==> src/rtl/sc_bitstream_gen.sv <==
// Binary-to-stochastic encoder: turns one (N+1)-bit sample into a 2^N-bit
// unipolar bitstream whose count of ones equals the saturated sample value.
module sc_bitstream_gen #(
  parameter int unsigned    N    = 12,
  parameter logic [N-1:0]   SEED = {{(N-1){1'b0}}, 1'b1}
) (
  input  logic       clock,
  input  logic       reset_n,
  input  logic       in_valid,
  input  logic [N:0] in_data,
  output logic       in_ready,
  output logic       bit_out,
  output logic       bit_valid,
  output logic       frame_first,
  output logic       frame_last
);

  // Primitive-polynomial feedback taps (bit k-1 set for tap k), N = 2..16.
  function automatic logic [31:0] taps_for(input int unsigned n);
    case (n)
      2:       return 32'h0000_0003;
      3:       return 32'h0000_0006;
      4:       return 32'h0000_000C;
      5:       return 32'h0000_0014;
      6:       return 32'h0000_0030;
      7:       return 32'h0000_0060;
      8:       return 32'h0000_00B8;
      9:       return 32'h0000_0110;
      10:      return 32'h0000_0240;
      11:      return 32'h0000_0500;
      12:      return 32'h0000_0829;
      13:      return 32'h0000_100D;
      14:      return 32'h0000_2015;
      15:      return 32'h0000_6000;
      16:      return 32'h0000_D008;
      default: return 32'h0000_0000;
    endcase
  endfunction

  localparam logic [N-1:0] TAPS    = N'(taps_for(N));
  localparam logic [N-1:0] CNT_MAX = '1;
  localparam logic [N:0]   FULL    = {1'b1, {N{1'b0}}};

  typedef enum logic {IDLE, RUN} state_t;

  state_t       state_q, state_d;
  logic [N-1:0] lfsr_q, lfsr_d;
  logic [N-1:0] cnt_q, cnt_d;
  logic [N:0]   val_q, val_d;
  logic         bit_out_q, bit_out_d;
  logic         bit_valid_q, bit_valid_d;
  logic         first_q, first_d;
  logic         last_q, last_d;
  logic         in_ready_q, in_ready_d;

  logic         accept;
  logic         emit;
  logic         fb;
  logic [N-1:0] lfsr_next;
  logic [N:0]   sat_data;
  logic [N:0]   use_val;

  // De Bruijn-extended Fibonacci LFSR: inverting feedback when all but the
  // outgoing bit are zero splices the all-zero state into the sequence.
  always_comb begin
    fb        = (^(lfsr_q & TAPS)) ^ (lfsr_q[N-2:0] == '0);
    lfsr_next = {lfsr_q[N-2:0], fb};
  end

  // Next-state and next-output logic; a frame bit is emitted on every edge
  // that either accepts a sample or continues a frame in progress.
  always_comb begin
    state_d     = state_q;
    lfsr_d      = lfsr_q;
    cnt_d       = cnt_q;
    val_d       = val_q;
    bit_out_d   = 1'b0;
    bit_valid_d = 1'b0;
    first_d     = 1'b0;
    last_d      = 1'b0;
    in_ready_d  = 1'b1;
    emit        = 1'b0;
    use_val     = val_q;
    accept      = in_valid & in_ready_q;
    sat_data    = in_data[N] ? FULL : in_data;

    case (state_q)
      IDLE: begin
        if (accept) begin
          state_d = RUN;
          val_d   = sat_data;
          use_val = sat_data;
          cnt_d   = '0;
          first_d = 1'b1;
          emit    = 1'b1;
        end
      end
      RUN: begin
        if (last_q) begin
          cnt_d = '0;
          if (accept) begin
            val_d   = sat_data;
            use_val = sat_data;
            first_d = 1'b1;
            emit    = 1'b1;
          end else begin
            state_d = IDLE;
          end
        end else begin
          cnt_d = cnt_q + N'(1);
          emit  = 1'b1;
        end
      end
      default: begin
        state_d = IDLE;
      end
    endcase

    if (emit) begin
      bit_valid_d = 1'b1;
      bit_out_d   = ({1'b0, lfsr_q} < use_val);
      lfsr_d      = lfsr_next;
      last_d      = (cnt_d == CNT_MAX);
      in_ready_d  = last_d;
    end
  end

  // State and output registers with asynchronous active-low reset.
  always_ff @(posedge clock or negedge reset_n) begin
    if (!reset_n) begin
      state_q     <= IDLE;
      lfsr_q      <= SEED;
      cnt_q       <= '0;
      val_q       <= '0;
      bit_out_q   <= 1'b0;
      bit_valid_q <= 1'b0;
      first_q     <= 1'b0;
      last_q      <= 1'b0;
      in_ready_q  <= 1'b1;
    end else begin
      state_q     <= state_d;
      lfsr_q      <= lfsr_d;
      cnt_q       <= cnt_d;
      val_q       <= val_d;
      bit_out_q   <= bit_out_d;
      bit_valid_q <= bit_valid_d;
      first_q     <= first_d;
      last_q      <= last_d;
      in_ready_q  <= in_ready_d;
    end
  end

  assign in_ready    = in_ready_q;
  assign bit_out     = bit_out_q;
  assign bit_valid   = bit_valid_q;
  assign frame_first = first_q;
  assign frame_last  = last_q;

endmodule

==> config.mk <==
export PLATFORM = sky130hd
export DESIGN_NAME = sc_bitstream_gen
export DESIGN_NICKNAME = d
export VERILOG_FILES = /design/src/rtl/sc_bitstream_gen.sv
export SDC_FILE = /design/constraint.sdc
export NUM_CORES = 1
export LEC_CHECK = 0
export ABC_AREA = 1
export ABC_CLOCK_PERIOD_IN_PS = 1910
export BUFFER_PORTS_ARGS = -buffer_cell sky130_fd_sc_hd__buf_2
export CORE_MARGIN = 5
export CORE_UTILIZATION = 40
export CTS_CLUSTER_SIZE = 14
export DETAILED_ROUTE_END_ITERATION = 16
export GPL_TIMING_DRIVEN = 1
export PLACE_DENSITY_LB_ADDON = 0.15
export SLEW_MARGIN = 20
export SYNTH_ARGS = -nofsm -noshare
export SYNTH_HDL_FRONTEND = slang
export SYNTH_SLANG_ARGS = --single-unit
==> constraint.sdc <==
create_clock -name clock -period 1.91 [get_ports clock]
set_input_delay 0.0955 -clock clock [delete_from_list [all_inputs] [get_ports clock]]
set_output_delay 0.0955 -clock clock [all_outputs]
set_load 0.01 [all_outputs]
==> flow_summary.json, run 1 <==
{
  "status": "complete, but fails checks",
  "violations": "setup timing",
  "cts_buffers": 5,
  "clkTransAtPathRegs_ns": 0.08,
  "r2r_cells": 10,
  "setup_viol": 1,
  "power_density_mw_per_mm2": 1290,
  "routed_wl_mm": 4.58,
  "fin_nets": 337,
  "fin_skew_ns": 0.00615,
  "cp_max_fo": 12,
  "drv_slew": 0,
  "synth.distinct_cells": 26,
  "place_congestion": 0.782,
  "core-area_mm2": 0.00541,
  "grt_pass1_vias": 1771,
  "required_ns": 2.13,
  "grt-ovfl-total": 0,
  "synth.area.top_cells": "dfrtp_1, nand2_1, ha_1",
  "async_reset_ff_share_pct": 100,
  "slew_headroom_pct": 66.8,
  "slowest_delay_ns": 0.56,
  "ys_warn_count": 0,
  "vias": 1815,
  "wire_per_inst_um": 12.0,
  "start_util_pct": 40.6,
  "track_usage_pct": 14.3,
  "crit_top_cell": "a21oi_1",
  "viasPerCell": 4.75,
  "insertedDiodeCount": 0,
  "synth-edff-count": 0,
  "cts.path.max_buffers": 2,
  "post-route-period-util_pct": 106,
  "fillers": 554,
  "fin_ws_ns": -0.106,
  "synth_top_area_cell": "dfrtp_1",
  "cts_tree": "done",
  "syn-instance-count": 266,
  "cts.sinks": 42,
  "row_count": 27,
  "fmax_mhz": 496,
  "die_area_mm2": 0.00706,
  "fin_cells": 382,
  "netlist_area_mm2": 0.00219,
  "ys_dominant_reg_cell": "dfrtp_1",
  "clk-insertion-delay-late_ns": 0.29,
  "syn-num-nets": 294,
  "dp.cells": 371,
  "crit_cells": 10,
  "syn_to_final_growth_pct": 21.9,
  "drc": 0,
  "finalPower_mw": 3.45,
  "synth_seq_cells": 42,
  "cap_violations": 0,
  "pin_count": 21,
  "hold_viol": 0,
  "firstDrtPassIters": 4,
  "die_y_um": 84.1,
  "io_buffer_count": 20,
  "grt_max_degree": 23,
  "p_leak_nw": 1.39,
  "synth_top_area_share_pct": 45.6,
  "start_kind": "register",
  "die_x_um": 84.1,
  "dpl.hpwl_mm": 3.45,
  "ir_worst_vdd_mv": 0.759,
  "yosysSeqAreaShare_pct": 48.0,
  "h-tree-depth": 2,
  "critPathBufInv": 1,
  "drive_gt1_share_pct": 25.5,
  "worstMarginPinSlew_ns": 0.499,
  "cts-root-buf": "clkbuf_8",
  "ant_nets": 0,
  "path_class": "register to register",
  "cp.arrival_ns": 2.23,
  "crit_slowest_cell": "dfstp_2",
  "antenna_found_initial": 0,
  "synth.avg_cell_area_um2": 8.25,
  "drtIter0Drc": 69,
  "rsz0062_at_grt": "yes",
  "period_minus_slack_ns": 2.02,
  "path_cells": "nand2_4, nor2_4, inv_4, a22oi_2, ha_1, a21oi_1, nor2_1, a211oi_1, o21ai_1, a21oi_1",
  "holdPathStages": 3,
  "critPathTopFamily": "compound AO/OA/AOI/OAI gates",
  "grt_pass1_wl_mm": 8.27,
  "fin_tns_setup_ns": -0.106,
  "holdCritPathClass": "input port to register",
  "fin_util_pct": 49.5,
  "cp-end-kind": "register"
}
cell usage after synthesis, types with 4 or more instances:
cell type and instances:
nand2_1 69, dfrtp_1 40, inv_1 31, nand3_1 18, o21ai_0 16, inv_2 14
ha_1 12, a22oi_1 11, nor2_1 11, a21oi_1 9, nand4_1 7, nor2_2 4
nor3_1 4
cells by family after synthesis:
kind of cell	count (synthesis)	share of synthesized area [%]
adder cells (fa/ha/maj)	12	6.85
AND/OR/NAND/NOR	118	24.1
XOR/XNOR	3	1.20
buffers and inverters	50	8.96
flip-flops	42	48.0
AO/OA/AOI/OAI	41	10.8
registers in the layout (all words and copies together), names as in the netlist:
| register | cells |
|---|---|
| cnt_q | 12 |
| bit_valid | 1 |
| lfsr_q | 12 |
| frame_last | 1 |
| in_ready | 1 |
| bit_out | 1 |
| frame_first | 1 |
| val_q | 13 |
tightest hold or removal path: stages:
cell	delay [ns]
buf_2	0.08
nand2_1	0.06
nand2_1	0.06
placed cells by master (no fill, tap or decap), types with 2 or more instances in the layout:
cell type  synthesis  layout
nor2_4             1       2
nand2_4            0       2
o21ai_0           16      14
buf_4              0      18
xnor2_1            2       2
a21oi_1            9       9
nand2_1           69      68
inv_4              0       2
dfrtp_1           40      39
nor3_1             4       4
a22oi_1           11       5
nor2_2             4       3
nand3_1           18      18
a22oi_2            0       6
inv_1             31      31
dfstp_2            2       2
ha_1              12      12
o21ai_1            3       5
nand4_1            7       7
buf_2              1      20
clkbuf_8           0       6
nor2_1            11      11
inv_2             14      12
layout make-up:
cell class | instances | area, µm² | area share, %
clock buffers | 7 | 86.3 | 3.23
repair inverters | 1 | 7.51 | 0.281
well taps | 72 | 90.1 | 3.37
flip-flops and latches | 42 | 1050 | 39.4
repair buffers | 40 | 265 | 9.92
clock inverters | 1 | 5.00 | 0.187
multi-input cells | 174 | 991 | 37.1
inverters | 45 | 174 | 6.50
timing repair:
item / CTS / global route
hold buffers: 1 / 0
setup buffers: 1 / 0
pin swaps: 1 / 0
endpoints found under the hold margin: 18 / 0
cloned: 1 / 0
endpoints found under the setup margin: 1 / 1
gates resized for setup: 6 / 3
metrics by stage:
stage                     setup slack (ns)  area (µm²)  hold WS, ns
after floorplan                    -0.0937        2240       -0.200
after global placement              -0.143        2530       0.0989
after CTS                           -0.115        2670       0.0329
final                               -0.106        2670       0.0392
after detailed placement            -0.181        2530       0.0971
after global routing                -0.230        2670       0.0572
power by group:
group / leakage (nW) / internal [mW] / switching [mW]
Combinational: 0.815 / 0.599 / 0.757
Clock: 0.0482 / 0.292 / 0.300
Sequential: 0.528 / 1.23 / 0.278
Total: 1.39 / 2.12 / 1.33
worst paths after layout:
kind,start,end,slack (ns)
min,in_data[0],val_q[0],0.04
min reg2reg,val_q[0],val_q[0],0.49
max in group asynchronous,reset_n,lfsr_q[5],1.12
max,in_ready,bit_out,-0.11
min in group asynchronous,reset_n,cnt_q[7],0.30
max reg2reg,in_ready,bit_out,-0.11
routing by layer:
layer | share of wire [%] | GRT usage, % | wire [µm]
met3 | 2.2 | 2.96 | 103
met4 | 0.98 | 4.39 | 45
met2 | 50 | 23.7 | 2280
met5 | 0 | 0 | 0
met1 | 47 | 18.7 | 2150
(Power assumes the default switching activity.)
==> run 2: changes to the inputs <==
--- a/config.mk
+++ b/config.mk
@@ -9,7 +9,7 @@
 export ABC_CLOCK_PERIOD_IN_PS = 1910
 export BUFFER_PORTS_ARGS = -buffer_cell sky130_fd_sc_hd__buf_2
 export CORE_MARGIN = 5
-export CORE_UTILIZATION = 40
+export CORE_UTILIZATION = 50
 export CTS_CLUSTER_SIZE = 14
 export DETAILED_ROUTE_END_ITERATION = 16
 export GPL_TIMING_DRIVEN = 1
==> flow_summary.json, run 2 (same netlist as run 1, synthesis figures left out) <==
{
  "p_int_mw": 2.06,
  "fin_area_mm2": 0.00263,
  "fin_skew_ns": 0.00193,
  "dpl.hpwl_mm": 3.40,
  "required_ns": 2.12,
  "dp_slack_ns": -0.157,
  "drive_gt1_share_pct": 25.6,
  "cp.arrival_ns": 2.20,
  "row_count": 24,
  "multi_input_area_um2": 995,
  "grt_max_degree": 43,
  "insertedDiodeCount": 0,
  "regArea_mm2": 0.00105,
  "wire_per_inst_um": 12.6,
  "fmax_mhz": 503,
  "setup_viol": 1,
  "p_sw_mw": 1.35,
  "track_usage_pct": 16.6,
  "placed_area_mm2": 0.00249,
  "cts.path.max_buffers": 2,
  "power_density_mw_per_mm2": 1300,
  "io_buffer_count": 20,
  "ir_worst_vdd_mv": 0.689,
  "grt_pass1_wl_mm": 7.96,
  "h-tree-depth": 2,
  "cp_max_fo": 12,
  "rsz0062_at_grt": "yes",
  "die_y_um": 76.2,
  "period_minus_slack_ns": 1.99,
  "drtIter0Drc": 68,
  "worstMarginPinSlew_ns": 0.533,
  "fin_ws_ns": -0.0770,
  "p_sw_share_pct": 39.6,
  "grt-ovfl-total": 0,
  "violations": "setup timing",
  "cts_tree": "done",
  "antenna_found_initial": 0,
  "firstDrtPassIters": 4,
  "syn_to_final_growth_pct": 19.7,
  "largest_reg_flops": 13,
  "path_cells": "nand2_4, nor2_4, inv_4, a22oi_2, ha_1, a21oi_2, nor2_1, o21ai_0, nand3_1, a21oi_1",
  "fin_tns_setup_ns": -0.0770,
  "path_class": "register to register",
  "cp-end-kind": "register",
  "final_common_cell": "nand2_1",
  "clkTransAtPathRegs_ns": 0.08,
  "cts_buffers": 5,
  "slowest_delay_ns": 0.55,
  "layout_common_cells": "nand2_1, dfrtp_1, inv_1",
  "clockPowerShare_pct": 15.8,
  "fin_util_pct": 61.1,
  "holdCritPathClass": "input port to register",
  "viasPerCell": 5.01,
  "hold_viol": 0,
  "crit_slowest_cell": "dfstp_2",
  "start_util_pct": 51.1,
  "pin_count": 21,
  "fillers": 391,
  "die_x_um": 76.2,
  "fin_nets": 337,
  "ant_nets": 0,
  "p_leak_nw": 1.38,
  "slew_headroom_pct": 64.5,
  "drv_slew": 0,
  "status": "complete, but fails checks",
  "vias": 1807,
  "p_seq_share_pct": 44.4,
  "core-area_mm2": 0.00429,
  "cts-root-buf": "clkbuf_8",
  "clk-insertion-delay-late_ns": 0.28,
  "top_register": "val_q",
  "start_kind": "register",
  "cap_violations": 0,
  "routed_wl_mm": 4.54,
  "fin_hold_ws_ns": 0.0392,
  "drc": 0,
  "place_congestion": 0.805,
  "grt_pass1_vias": 1806,
  "p_comb_share_pct": 39.8,
  "die_area_mm2": 0.00581,
  "reg_top3": "val_q (13), cnt_q (12), lfsr_q (12)",
  "cts.sinks": 42,
  "post-route-period-util_pct": 104
}
[run 2: changes by cell type in the layout (fill, tap and decap cells not counted), sizes merged]
| cell | delta |
|---|---|
| inv | -1 |
| clkinv | +1 |
| clkinvlp | -1 |
[run 2: per-layer routing]
metal | GRT usage (%) | up-vias | share of wire (%)
li1 | - | 946 | -
met1 | 20.2 | 843 | 42
met2 | 29.7 | 14 | 55
met3 | 2.72 | 4 | 1.9
met4 | 4.90 | 0 | 0.68
met5 | 0 | - | 0
[run 2: path summary, 6_finish.rpt]
check                      cells past startpoint          to        start  slack [ns]
hold / removal                                 3   val_q[10]  in_data[10]        0.04
max in group asynchronous                      3  frame_last      reset_n        1.11
min in group asynchronous                      3   lfsr_q[2]      reset_n        0.40
hold reg to reg                                2   val_q[10]    val_q[10]        0.50
setup reg to reg                              10     bit_out     in_ready       -0.08
setup / recovery                              10     bit_out     in_ready       -0.08
[run 2: critical path: cells and delay by family, from the launching register on]
family	cells	cell delay, ns
compound gates	4	0.65
buf+inv	1	0.10
simple gates	4	0.33
flops	1	0.55
fa+ha+maj	1	0.28
[run 2: repair_timing]
item | 4_1_cts | 5_1_grt
hold endpoints to repair | 40 | 0
setup endpoints to repair | 1 | 1
hold buffers | 1 | 0
setup buffers | 2 | 0
resized for setup | 3 | 7
gates cloned | 0 | 1
pin swaps | 0 | 2
[run 2: power by group through the flow]
| stage | clock, mW | sequential [mW] | combinational (mW) |
|---|---|---|---|
| floorplan | 0 | 1.46 | 0.995 |
| global placement | 0 | 1.52 | 1.29 |
| detailed placement | 0 | 1.53 | 1.33 |
| CTS | 0.557 | 1.51 | 1.36 |
| global route | 0.592 | 1.57 | 1.59 |
| finish | 0.539 | 1.52 | 1.36 |
[run 2: through the flow]
step / std cells / power (mW)
floorplan: 266 / 2.45
global placement: 350 / 2.81
detailed placement: 350 / 2.86
CTS: 360 / 3.43
global route: 361 / 3.76
finish: 361 / 3.41
[run 2: final cells by class]
cell class	count	area share, %
clock buffers	7	2.91
multi-input cells	174	37.9
well taps	52	2.48
repair inverters	1	0.191
flip-flops and latches	42	40.2
inverters	45	6.72
repair buffers	40	9.63
